<file path="src/rtl/bin_to_bcd_converter.sv">
// Sequential double-dabble binary-to-BCD converter; done pulses BIN_WIDTH+1 edges after start is taken.
// start is ignored while busy; defining BIN_TO_BCD_BLANK_EN adds per-digit leading-zero blanking.
module bin_to_bcd_converter #(
    parameter int BIN_WIDTH = 24,
    parameter int DIGITS    = 8
) (
    input  logic                  clk,
    input  logic                  reset,
    input  logic                  start,
    input  logic [BIN_WIDTH-1:0]  bin_in,
    output logic                  busy,
    output logic                  done,
    output logic [4*DIGITS-1:0]   bcd_out,
    output logic                  overflow,
    output logic [DIGITS-1:0]     blank_out
);

    localparam int SW = 4 * DIGITS;
    localparam int CW = $clog2(BIN_WIDTH);
    localparam logic [SW-1:0] NINES = {DIGITS{4'h9}};

    typedef enum logic [1:0] {
        IDLE,
        SHIFT,
        DONE
    } state_t;

    state_t               state;
    state_t               state_next;
    logic [BIN_WIDTH-1:0] shreg;
    logic [SW-1:0]        scratch;
    logic [SW-1:0]        adjusted;
    logic [SW-1:0]        scratch_next;
    logic [SW-1:0]        result_bcd;
    logic [CW-1:0]        cnt;
    logic                 ovf_acc;
    logic                 ovf_next;
    logic                 last;

    assign last = (cnt == CW'(BIN_WIDTH - 1));
    assign busy = (state != IDLE);
    assign done = (state == DONE);

    always_ff @(posedge clk or posedge reset) begin
        if (reset) begin
            state <= IDLE;
        end else begin
            state <= state_next;
        end
    end

    always_comb begin
        state_next = state;
        case (state)
            IDLE:    if (start) state_next = SHIFT;
            SHIFT:   if (last)  state_next = DONE;
            DONE:    state_next = IDLE;
            default: state_next = IDLE;
        endcase
    end

    // Correct each digit before the shift; the bit leaving the top digit is the overflow carry.
    always_comb begin
        adjusted = scratch;
        for (int d = 0; d < DIGITS; d++) begin
            if (scratch[4*d +: 4] >= 4'd5) begin
                adjusted[4*d +: 4] = scratch[4*d +: 4] + 4'd3;
            end
        end
        scratch_next = {adjusted[SW-2:0], shreg[BIN_WIDTH-1]};
        ovf_next     = ovf_acc | adjusted[SW-1];
        result_bcd   = ovf_next ? NINES : scratch_next;
    end

    // Results are captured on the final shift so they are already valid while done is high.
    always_ff @(posedge clk or posedge reset) begin
        if (reset) begin
            shreg    <= '0;
            scratch  <= '0;
            cnt      <= '0;
            ovf_acc  <= 1'b0;
            bcd_out  <= '0;
            overflow <= 1'b0;
        end else begin
            case (state)
                IDLE: begin
                    if (start) begin
                        shreg   <= bin_in;
                        scratch <= '0;
                        cnt     <= '0;
                        ovf_acc <= 1'b0;
                    end
                end
                SHIFT: begin
                    shreg   <= {shreg[BIN_WIDTH-2:0], 1'b0};
                    scratch <= scratch_next;
                    ovf_acc <= ovf_next;
                    cnt     <= cnt + CW'(1);
                    if (last) begin
                        bcd_out  <= result_bcd;
                        overflow <= ovf_next;
                    end
                end
                default: ;
            endcase
        end
    end

`ifdef BIN_TO_BCD_BLANK_EN
    logic [DIGITS-1:0] blank_next;
    logic              zero_run;

    // Digit 0 is never blanked so a zero value still shows a single "0".
    always_comb begin
        blank_next = '0;
        zero_run   = 1'b1;
        for (int i = DIGITS - 1; i >= 1; i--) begin
            zero_run      = zero_run & (scratch_next[4*i +: 4] == 4'd0);
            blank_next[i] = zero_run & ~ovf_next;
        end
    end

    always_ff @(posedge clk or posedge reset) begin
        if (reset) begin
            blank_out <= '0;
        end else if (state == SHIFT && last) begin
            blank_out <= blank_next;
        end
    end
`else
    assign blank_out = '0;
`endif

endmodule

</file>
<file path="config.mk">
export PLATFORM = sky130hd
export DESIGN_NAME = bin_to_bcd_converter
export DESIGN_NICKNAME = d
export VERILOG_FILES = /design/src/rtl/bin_to_bcd_converter.sv
export SDC_FILE = /design/constraint.sdc
export NUM_CORES = 1
export LEC_CHECK = 0
export ABC_AREA = 1
export CAP_MARGIN = 20
export CORE_MARGIN = 2
export CORE_UTILIZATION = 47
export DETAILED_ROUTE_END_ITERATION = 12
export PLACE_DENSITY_LB_ADDON = 0.25
export REMOVE_ABC_BUFFERS = 1
export SETUP_SLACK_MARGIN = 0.3
export SYNTH_ARGS = -nofsm -noshare
export SYNTH_HDL_FRONTEND = slang
export SYNTH_SLANG_ARGS = --single-unit
</file>
<file path="constraint.sdc">
create_clock -name clk -period 3.7 [get_ports clk]
set_input_delay 0.37 -clock clk [delete_from_list [all_inputs] [get_ports clk]]
set_output_delay 0.37 -clock clk [all_outputs]
set_load 0.01 [all_outputs]
</file>
==> metrics.txt <==
H-tree lvl count 3; Buffers on Ports 61; initial antenna violation count 0; DR iter-0 viols ~220; flop2flop setup slack 1.46 ns; die area 0.0114 mm²; Worst Tran Pin Value 1.05 ns; Reg clk slew, reported paths approximately 0.09 ns; Die Wd 107 µm; worst hold slack 0.429 ns; Post-CTS Hold Fix Bufs 0; post-detail-place hpwl 7250 µm; worst setup path category register to register; largest net degree at the start of global routing 48; Area contributors post-synth dfrtp_1 (49%), nand2_1 (11%), nand3_1 (6.3%), inv_1 (5.6%), o21ai_0 (5.1%); Post-CTS Setup Repair Bufs 0; Layout area overhead 18.3%; CTS buffer count 9; Worst Skew approximately 0.011 ns; Filler cells about 930; TNS Setup 0 ns; Initial Util between 40 and 50%; die height 107 µm; critical path fanouts, max 39; clock latency on the worst-skew pair 0.36 ns; WL final 10500 µm; CTS tree done; nets@finish a little over 700; Fmax 447 MHz; area of the core approximately 0.010 mm²; HP Class primary input to asynchronous set/reset pin; global-route wire length before repair about 18000 µm; vias in the first global route ~4k; Mapped Area 0.00498 mm²; Synth Instances 609; R2R Path Start state[1]; GRT overflow 0; flops & latches, synth between 90 and 100; Global Route Usage Sum about a fifth; worst path arrival time 2.42 ns; CTS resizes 0; synth unique cells 30; Final Max Tran Viols 0; Max clock buf depth 2; CP endpoint kind register; Ports 70; CP Buf/Inv Count 3; Diodes inserted 0; FFs w/ async S/R, synth 100%; slowest cell delay on critical path 0.44 ns; layout cells sized above 1 4.36%; crit path time final about 2.2 ns; Yosys Warn Count 0; syn_area_per_cell 8.18 µm²; Post-synth top cells nand2_1 (148), dfrtp_1 (97), inv_1 (74); wire length per cell about 13 µm; reg2reg end bcd_out[27]; critical path's top delay family simple AND/OR/NAND/NOR gates; pwr dens ~800 mW/mm²; share of the synthesized area in the top cell type 48.7%; Critical Path Most Common Cell inv_1; top-count cell post-synth nand2_1; DR pass1 iterations 4; # setup viols final 0; Max Cap Viol 0; CP startpoint kind register; DR vias approximately 4k; crit-path cells inv_1, nand2_4, inv_1, buf_4, nand4_4, nor2_1, a21oi_1; DRC 0; root buffer cell clkbuf_8; status completed; Post-DRT Antenna Nets 0; Leak 0.00284 µW; RSZ-0062 raised after global routing false; largest area contributor in the netlist dfrtp_1; reg2reg path depth 7; Max-slew headroom 30.2%; GPL Wtd Cong between 0.8 and 0.9; sequential area share after synthesis 48.7%; Row Count 37; Post-synth EDFFs 0; # clock sinks 97; DR vias/cell 5.14; dominant synthesized flop cell dfrtp_1; Tcrit/Tclk final 60.5%; worst vdd ir roughly 0.00029 V; Hold Vio Cnt, Final 0; slowest stage cell, crit path nand4_4; Req. time, crit path 3.88 ns
power breakdown:
group / leakage (µW) / switching [µW] / internal, µW
clock network: 0.000129 / 355 / 532
logic: 0.00154 / 1370 / 798
registers: 0.00118 / 256 / 1470
state kept, by name (all words and copies together) (netlist names):
| register | cells |
|---|---|
| bcd_out | 32 |
| scratch | 32 |
| shreg | 24 |
| cnt | 5 |
| state | 2 |
| overflow | 1 |
| ovf_acc | 1 |
layout make-up:
cell class / count / area (µm²) / share of cell area, %
clock buffers: 10 / 138 / 2.34
clock inverters: 5 / 128 / 2.17
inverters: 74 / 280 / 4.76
multi-input cells: 412 / 2080 / 35.3
flip-flops and latches: 97 / 2430 / 41.2
well taps: 136 / 170 / 2.89
repair buffers: 67 / 668 / 11.3
how the worst max path moves through the flow:
stage	from	endpoint	slack [ns]	cells past startpoint
global route	state[1]	bcd_out[19]	1.23	7
global placement	start	cnt[1]	1.36	6
finish	state[1]	bcd_out[27]	1.46	7
CTS	state[1]	bcd_out[23]	1.46	7
detailed placement	start	cnt[1]	1.32	6
floorplan	reset	bcd_out[0]	0.80	1
routing by layer:
layer,vias to the layer above,share of wire [%],track usage [%]
met1,1943,46,26.3
met5,-,0,0
met2,104,48,33.9
met4,0,0.70,6.31
met3,6,5.5,3.34
li1,2062,-,-
metrics by stage:
stage / power, µW / worst slack, ns / area [µm²] / cells / utilization [%]
after global routing: 5240 / 1.23 / 5890 / 801 / 57.1
after CTS: 4810 / 1.46 / 5890 / 801 / 57.1
after floorplan: 3220 / 0.796 / 4790 / 583 / -
final: 4780 / 1.46 / 5890 / 801 / 57.1
after global placement: 3810 / 1.36 / 5630 / 786 / 54.5
after detailed placement: 3910 / 1.32 / 5630 / 786 / 54.5
worst register-to-register path: cells and delay by family, from the launching register on:
family / cells / cell delay, ns
buf+inv: 3 / 0.68
flops: 1 / 0.40
simple gates: 3 / 0.89
compound gates: 1 / 0.09
cells in the final DEF, fill, tap and decap left out:
cell type / n
nor2_8: 1
a21oi_1: 9
clkbuf_8: 10
o21ai_1: 1
inv_4: 1
xor2_1: 1
clkdlybuf4s50_1: 61
nor2_1: 64
o211ai_1: 6
mux2i_1: 1
o221ai_1: 12
dfrtp_1: 97
nand2_2: 1
conb_1: 8
o21ai_0: 51
nand4_4: 2
nand4_1: 8
buf_12: 1
a22o_1: 1
ha_1: 17
a21boi_0: 4
nand2_1: 148
buf_4: 5
nand3_1: 63
nand2_4: 1
clkinvlp_4: 1
nor2_2: 1
bufinv_16: 4
o21ai_2: 1
inv_1: 73
o31ai_1: 1
o22ai_1: 10
cell families (layout without fill, tap and decap cells):
logic type,Yosys count,count (layout),synth area share (%)
adders and majority gates,17,17,4.27
muxes,1,1,0.201
AOI/OAI and AO/OA,96,96,11.5
DFF,97,97,48.7
buffers and inverters,107,156,10.0
xor gates and xnor gates,1,1,0.176
and+or+nand+nor,289,289,25.0
other,1,8,0.0753
(Power assumes the default switching activity.)
